`src/rtl/if_stage.sv`:
```
// Instruction-fetch stage: next-PC select, I-SRAM request, stall buffer.
// Optional IF_PERF_CNT_EN adds fetch/cancel event counters.
module if_stage #(
  parameter logic [63:0] RESET_PC = 64'h0
) (
  input  logic        clk,
  input  logic        reset,
  input  logic        ds_allowin,
  input  logic [64:0] br_bus,
  output logic        fs_to_ds_valid,
  output logic [95:0] fs_to_ds_bus,
  output logic        inst_sram_en,
  output logic [63:0] inst_sram_addr,
  input  logic [31:0] inst_sram_rdata
`ifdef IF_PERF_CNT_EN
  ,
  output logic [31:0] fetch_cnt,
  output logic [31:0] cancel_cnt
`endif
);

  logic        br_taken;
  logic [63:0] br_target;
  logic        to_fs_valid;
  logic        fs_allowin;
  logic [63:0] nextpc;
  logic [31:0] fs_inst;

  logic        fs_valid_q, fs_valid_d;
  logic [63:0] fs_pc_q, fs_pc_d;
  logic        pend_valid_q, pend_valid_d;
  logic [63:0] pend_pc_q, pend_pc_d;
  logic        buf_valid_q, buf_valid_d;
  logic [31:0] buf_q, buf_d;
  logic        fresh_q, fresh_d;

  assign br_taken  = br_bus[64];
  assign br_target = br_bus[63:0];

  assign to_fs_valid = !reset;
  assign fs_allowin  = !fs_valid_q || ds_allowin;

  always_comb begin
    nextpc = fs_pc_q + 64'd4;
    if (pend_valid_q) nextpc = pend_pc_q;
    else if (br_taken) nextpc = br_target;
  end

  assign inst_sram_en   = to_fs_valid && fs_allowin;
  assign inst_sram_addr = nextpc;

  assign fs_to_ds_valid = fs_valid_q && !br_taken;
  assign fs_inst        = buf_valid_q ? buf_q : inst_sram_rdata;
  assign fs_to_ds_bus   = {fs_inst, fs_pc_q};

  always_comb begin
    fs_valid_d   = fs_valid_q;
    fs_pc_d      = fs_pc_q;
    pend_valid_d = pend_valid_q;
    pend_pc_d    = pend_pc_q;
    buf_valid_d  = buf_valid_q;
    buf_d        = buf_q;
    fresh_d      = inst_sram_en;

    if (fs_allowin) fs_valid_d = to_fs_valid;
    else if (br_taken) fs_valid_d = 1'b0;

    if (inst_sram_en) fs_pc_d = nextpc;

    // Redirect arriving during a stall is remembered until it can be fetched.
    if (br_taken && !fs_allowin) begin
      pend_pc_d    = br_target;
      pend_valid_d = 1'b1;
    end else if (inst_sram_en) begin
      pend_valid_d = 1'b0;
    end

    if (fs_allowin || br_taken) begin
      buf_valid_d = 1'b0;
    end else if (fresh_q && fs_valid_q
                 && !(fs_to_ds_valid && ds_allowin)) begin
      buf_d       = inst_sram_rdata;
      buf_valid_d = 1'b1;
    end
  end

  always_ff @(posedge clk) begin
    if (reset) begin
      fs_valid_q   <= 1'b0;
      fs_pc_q      <= RESET_PC - 64'd4;
      pend_valid_q <= 1'b0;
      pend_pc_q    <= 64'h0;
      buf_valid_q  <= 1'b0;
      buf_q        <= 32'h0;
      fresh_q      <= 1'b0;
    end else begin
      fs_valid_q   <= fs_valid_d;
      fs_pc_q      <= fs_pc_d;
      pend_valid_q <= pend_valid_d;
      pend_pc_q    <= pend_pc_d;
      buf_valid_q  <= buf_valid_d;
      buf_q        <= buf_d;
      fresh_q      <= fresh_d;
    end
  end

`ifdef IF_PERF_CNT_EN
  logic [31:0] fetch_cnt_q, cancel_cnt_q;

  always_ff @(posedge clk) begin
    if (reset) begin
      fetch_cnt_q  <= 32'h0;
      cancel_cnt_q <= 32'h0;
    end else begin
      if (fs_to_ds_valid && ds_allowin) fetch_cnt_q <= fetch_cnt_q + 32'd1;
      if (fs_valid_q && br_taken) cancel_cnt_q <= cancel_cnt_q + 32'd1;
    end
  end

  assign fetch_cnt  = fetch_cnt_q;
  assign cancel_cnt = cancel_cnt_q;
`endif

endmodule

```
`config.mk`:
```
export PLATFORM = sky130hd
export DESIGN_NAME = if_stage
export DESIGN_NICKNAME = d
export VERILOG_FILES = /design/src/rtl/if_stage.sv
export SDC_FILE = /design/constraint.sdc
export NUM_CORES = 1
export LEC_CHECK = 0
export CORE_MARGIN = 2
export CORE_UTILIZATION = 44
export CTS_CLUSTER_DIAMETER = 200
export CTS_CLUSTER_SIZE = 16
export DETAILED_ROUTE_END_ITERATION = 12
export PLACE_DENSITY = 0.73
export SETUP_SLACK_MARGIN = 0.02
export SLEW_MARGIN = 30
export SYNTH_ARGS = -nofsm -noshare
export SYNTH_HDL_FRONTEND = slang
export SYNTH_SLANG_ARGS = --single-unit
```
`constraint.sdc`:
```
create_clock -name clk -period 2.45 [get_ports clk]
set_input_delay 0.245 -clock clk [delete_from_list [all_inputs] [get_ports clk]]
set_output_delay 0.245 -clock clk [all_outputs]
set_load 0.1 [all_outputs]
```
==> flow_summary_export.csv <==
group,metric,value,unit
pwr,p_comb_share,49.3,%
placement,dpl.hpwl,31600,um
global_route,overflow,0,
global_route,grt_pass1_vias,13100,
clock_network,clk_latency,0.44,ns
timing,setup_violations,59,
routing,routed_wl,48400,um
layout,synthToLayoutAreaGrowth,71.3,%
min_path,hold_start,"reset",
worst_setup_path,crit_fanout,5,
synthesis,synth-seq-area-share,31.1,%
worst_setup_path,r2r-end,"fs_pc_q[35]",
die,coreArea,23500,um2
layout,stdcell_area,18100,um2
timing,finalHoldViolCount,0,
routing,drt_iter0_drc,1488,
worst_setup_path,start_kind,"flip-flop",
synthesis,ys_ff_latch,164,
layout,fin_nets,1962,
worst_setup_path,reg2regPathDepth,14,
synthesis,synthCells,1471,
min_path,hold_class,"input pin to flip-flop",
clock_network,cts_root_buf,"clkbuf_16",
synthesis,netlist_area,10600,um2
pwr,cellLeakagePower,0.00702,uW
worst_setup_path,required,2.20,ns
worst_setup_path,cp_data_arrival_time,2.73,ns
routing,wl_per_cell,22.0,um
global_route,grt_pass1_wl,72300,um
clock_network,max-clock-path-buffers,2,
die,die_height,159,um
synthesis,synth.area.top_cells,"dfxtp_1, nand2_1, a21oi_1, mux2_2, clkbuf_1",
global_route,antenna_found_initial,1,
synthesis,synth-edff-count,0,
pwr,p_int,6290,uW
min_path,min_path_cells,3,
routing,drc,0,
worst_setup_path,r2r_setup_slack,-0.38,ns
outcome,status,"finished, violations left",
die,die_w,159,um
pwr,worst_ir_drop_vdd,0.000562,V
die,dieArea,25200,um2
pwr,clockPowerShare,24.6,%
worst_setup_path,worstSetupPathType,"flip-flop to primary output",
pwr,switching_share,45.1,%
pwr,p_sw,5170,uW
die,io_pins,262,
die,rows,56,
min_path,whs_endpoint,"buf_valid_q",
routing,via_count,13800,
timing,min_period,2.98,ns
synthesis,synth_top_area_share,31.1,%
timing,rsz0062_at_grt,"true",
worst_setup_path,crit_start,"fs_pc_q[3]",
pwr,seq_power_share,26.0,%
synthesis,synth_nets,1572,
synthesis,avgSynthCellArea,7.18,um2
timing,final-max-slew-violation-count,0,
clock_network,cts_tree,"built",
routing,firstDrtPassIters,6,
placement,place_ws,-0.112,ns
pwr,total_power,11500,uW
clock_network,path_clk_slew,0.07,ns
die,start_util,44.8,%
placement,finalWeightedCongestion,0.973,
outcome,violations,"setup timing",
synthesis,ys_types,76,
timing,max_freq,0.336,GHz
timing,setup_slack,-0.529,ns
worst_setup_path,endpoint_kind,"primary output",
clock_network,hold_buffers,0,
job,cap_violations,0,
clock_network,cts_buffers,17,
timing,slew_headroom,38.8,%
synthesis,yosys_warnings,0,
timing,fin_crit_sh,122,%
placement,port_buffers,261,
worst_setup_path,r2r-start,"fs_pc_q[3]",
timing,worst_pin_slew,0.918,ns
layout,drive_gt1_share,38.3,%
timing,skew,0.0178,ns
synthesis,synth_flop_cell,"dfxtp_1",
clock_network,clock_sinks,164,
routing,via_per_inst,6.30,
synthesis,synth_area_leader_cell,"dfxtp_1",
global_route,grt_max_degree,75,
placement,postPlaceCellArea,16000,um2
global_route,track_usage,35.3,%
pwr,powerDensity,633,nW/um2
synthesis,async_flop_share,0,%
clock_network,htreeDepth,4,
routing,ant_nets,0,
[power groups by stage]
stage / Clock, uW / Combinational, uW / Sequential, uW
2_1_floorplan: 0 / 2660 / 3710
3_3_place_gp: 0 / 5020 / 3030
3_5_place_dp: 0 / 5050 / 3040
4_1_cts: 2810 / 5370 / 2970
5_1_grt: 2910 / 5820 / 3000
6_report: 2820 / 5650 / 2980
[layout make-up]
type                            count  area (um2)
Multi-Input combinational cell   1163        8080
Fill cell                        1592        5450
Timing Repair Buffer              496        5450
Sequential cell                   164        3480
Clock buffer                       21         504
Tap cell                          319         399
Clock inverter                     11        95.1
Inverter                           19        71.3
Antenna cell                        1        2.50
[how the worst max path moves through the flow]
stage,end,slack [ns],cells past startpoint
6_report,inst_sram_addr[53],-0.53,8
5_1_grt,inst_sram_addr[53],-0.68,8
4_1_cts,inst_sram_addr[61],-0.49,8
3_5_place_dp,inst_sram_addr[61],-0.11,8
3_3_place_gp,inst_sram_addr[61],-0.04,7
2_1_floorplan,inst_sram_addr[61],-1.23,7
[placed cells by master (no fill, tap or decap), drive strengths merged, types with 10 or more instances in the layout]
master / n
a211oi: 13
a21oi: 167
a31oi: 17
and2: 17
and3: 23
buf: 398
clkbuf: 21
clkdlybuf4s50: 97
dfxtp: 164
inv: 25
mux2: 33
mux2i: 10
nand2: 321
nand2b: 10
nand3: 46
nand4: 45
nor2: 71
nor3: 43
nor4: 32
o21a: 21
o21ai: 74
o31ai: 14
or3: 29
or4: 11
xnor2: 15
xor2: 12
[synth_stat cells (10+ instances only)]
cell type	instances
nand2_1	321
a21oi_1	167
dfxtp_1	164
clkbuf_1	97
o21ai_0	72
nor2_1	71
nand3_1	43
nor3_1	42
nand4_1	41
mux2_2	33
or3_1	29
and3_1	23
nor4_1	22
o21a_1	21
a31oi_1	17
inv_1	17
and2_1	16
xnor2_1	15
o31ai_1	14
a211oi_1	13
buf_2	13
xor2_1	12
mux2i_1	10
[repair_timing]
action	CTS	global route
pin swaps	68	51
setup buffers	61	27
cloned	1	1
setup endpoints to repair	56	64
gates resized for setup	91	63
[critical path: stages (launching register included)]
cell      delay [ns]
dfxtp_4         0.35
nand4_1         0.25
buf_6           0.23
nor4_4          0.28
nand3_2         0.21
buf_4           0.20
o311ai_2        0.29
nand4_1         0.24
buf_12          0.24
[per-stage QoR]
step | std cells | util [%] | hold slack, ns | setup TNS (ns)
5_1_grt | 2193 | 76.8 | 0.213 | -22.70
2_1_floorplan | 1471 | - | 0.381 | -13.63
3_5_place_dp | 2075 | 68.1 | 0.448 | -0.279
6_report | 2194 | 76.8 | 0.214 | -17.68
4_1_cts | 2167 | 74.7 | 0.188 | -12.87
3_3_place_gp | 2075 | 68.1 | 0.439 | -0.0626
[routing by layer]
| layer | vias to the layer above | global-route usage, % | routed length (um) |
|---|---|---|---|
| met1 | 6543 | 43.7 | 18300 |
| met2 | 927 | 57.0 | 21800 |
| li1 | 6128 | - | - |
| met5 | - | 0 | 0 |
| met3 | 229 | 9.46 | 5500 |
| met4 | 0 | 17.6 | 2770 |
[registers in the layout, summed over array words and instances, names as in the netlist]
register / count
buf_q: 32
fs_valid_q: 1
pend_pc_q: 64
fs_pc_q: 64
buf_valid_q: 1
pend_valid_q: 1
fresh_q: 1
[logic make-up (layout without fill, tap and decap cells)]
logic type               after synthesis  after routing  share of synthesized area, %
multiplexers                          43             43                          4.47
other                                  0              1                             0
adder cells (fa/ha/maj)                1              1                         0.118
flip-flops                           164            164                          31.1
XOR/XNOR                              27             27                          2.24
AND/OR/NAND/NOR                      689            689                          32.8
AO/OA/AOI/OAI                        403            403                          23.9
buffers and inverters                144            547                          5.42
No activity file was read; power rests on OpenSTA's default activity.
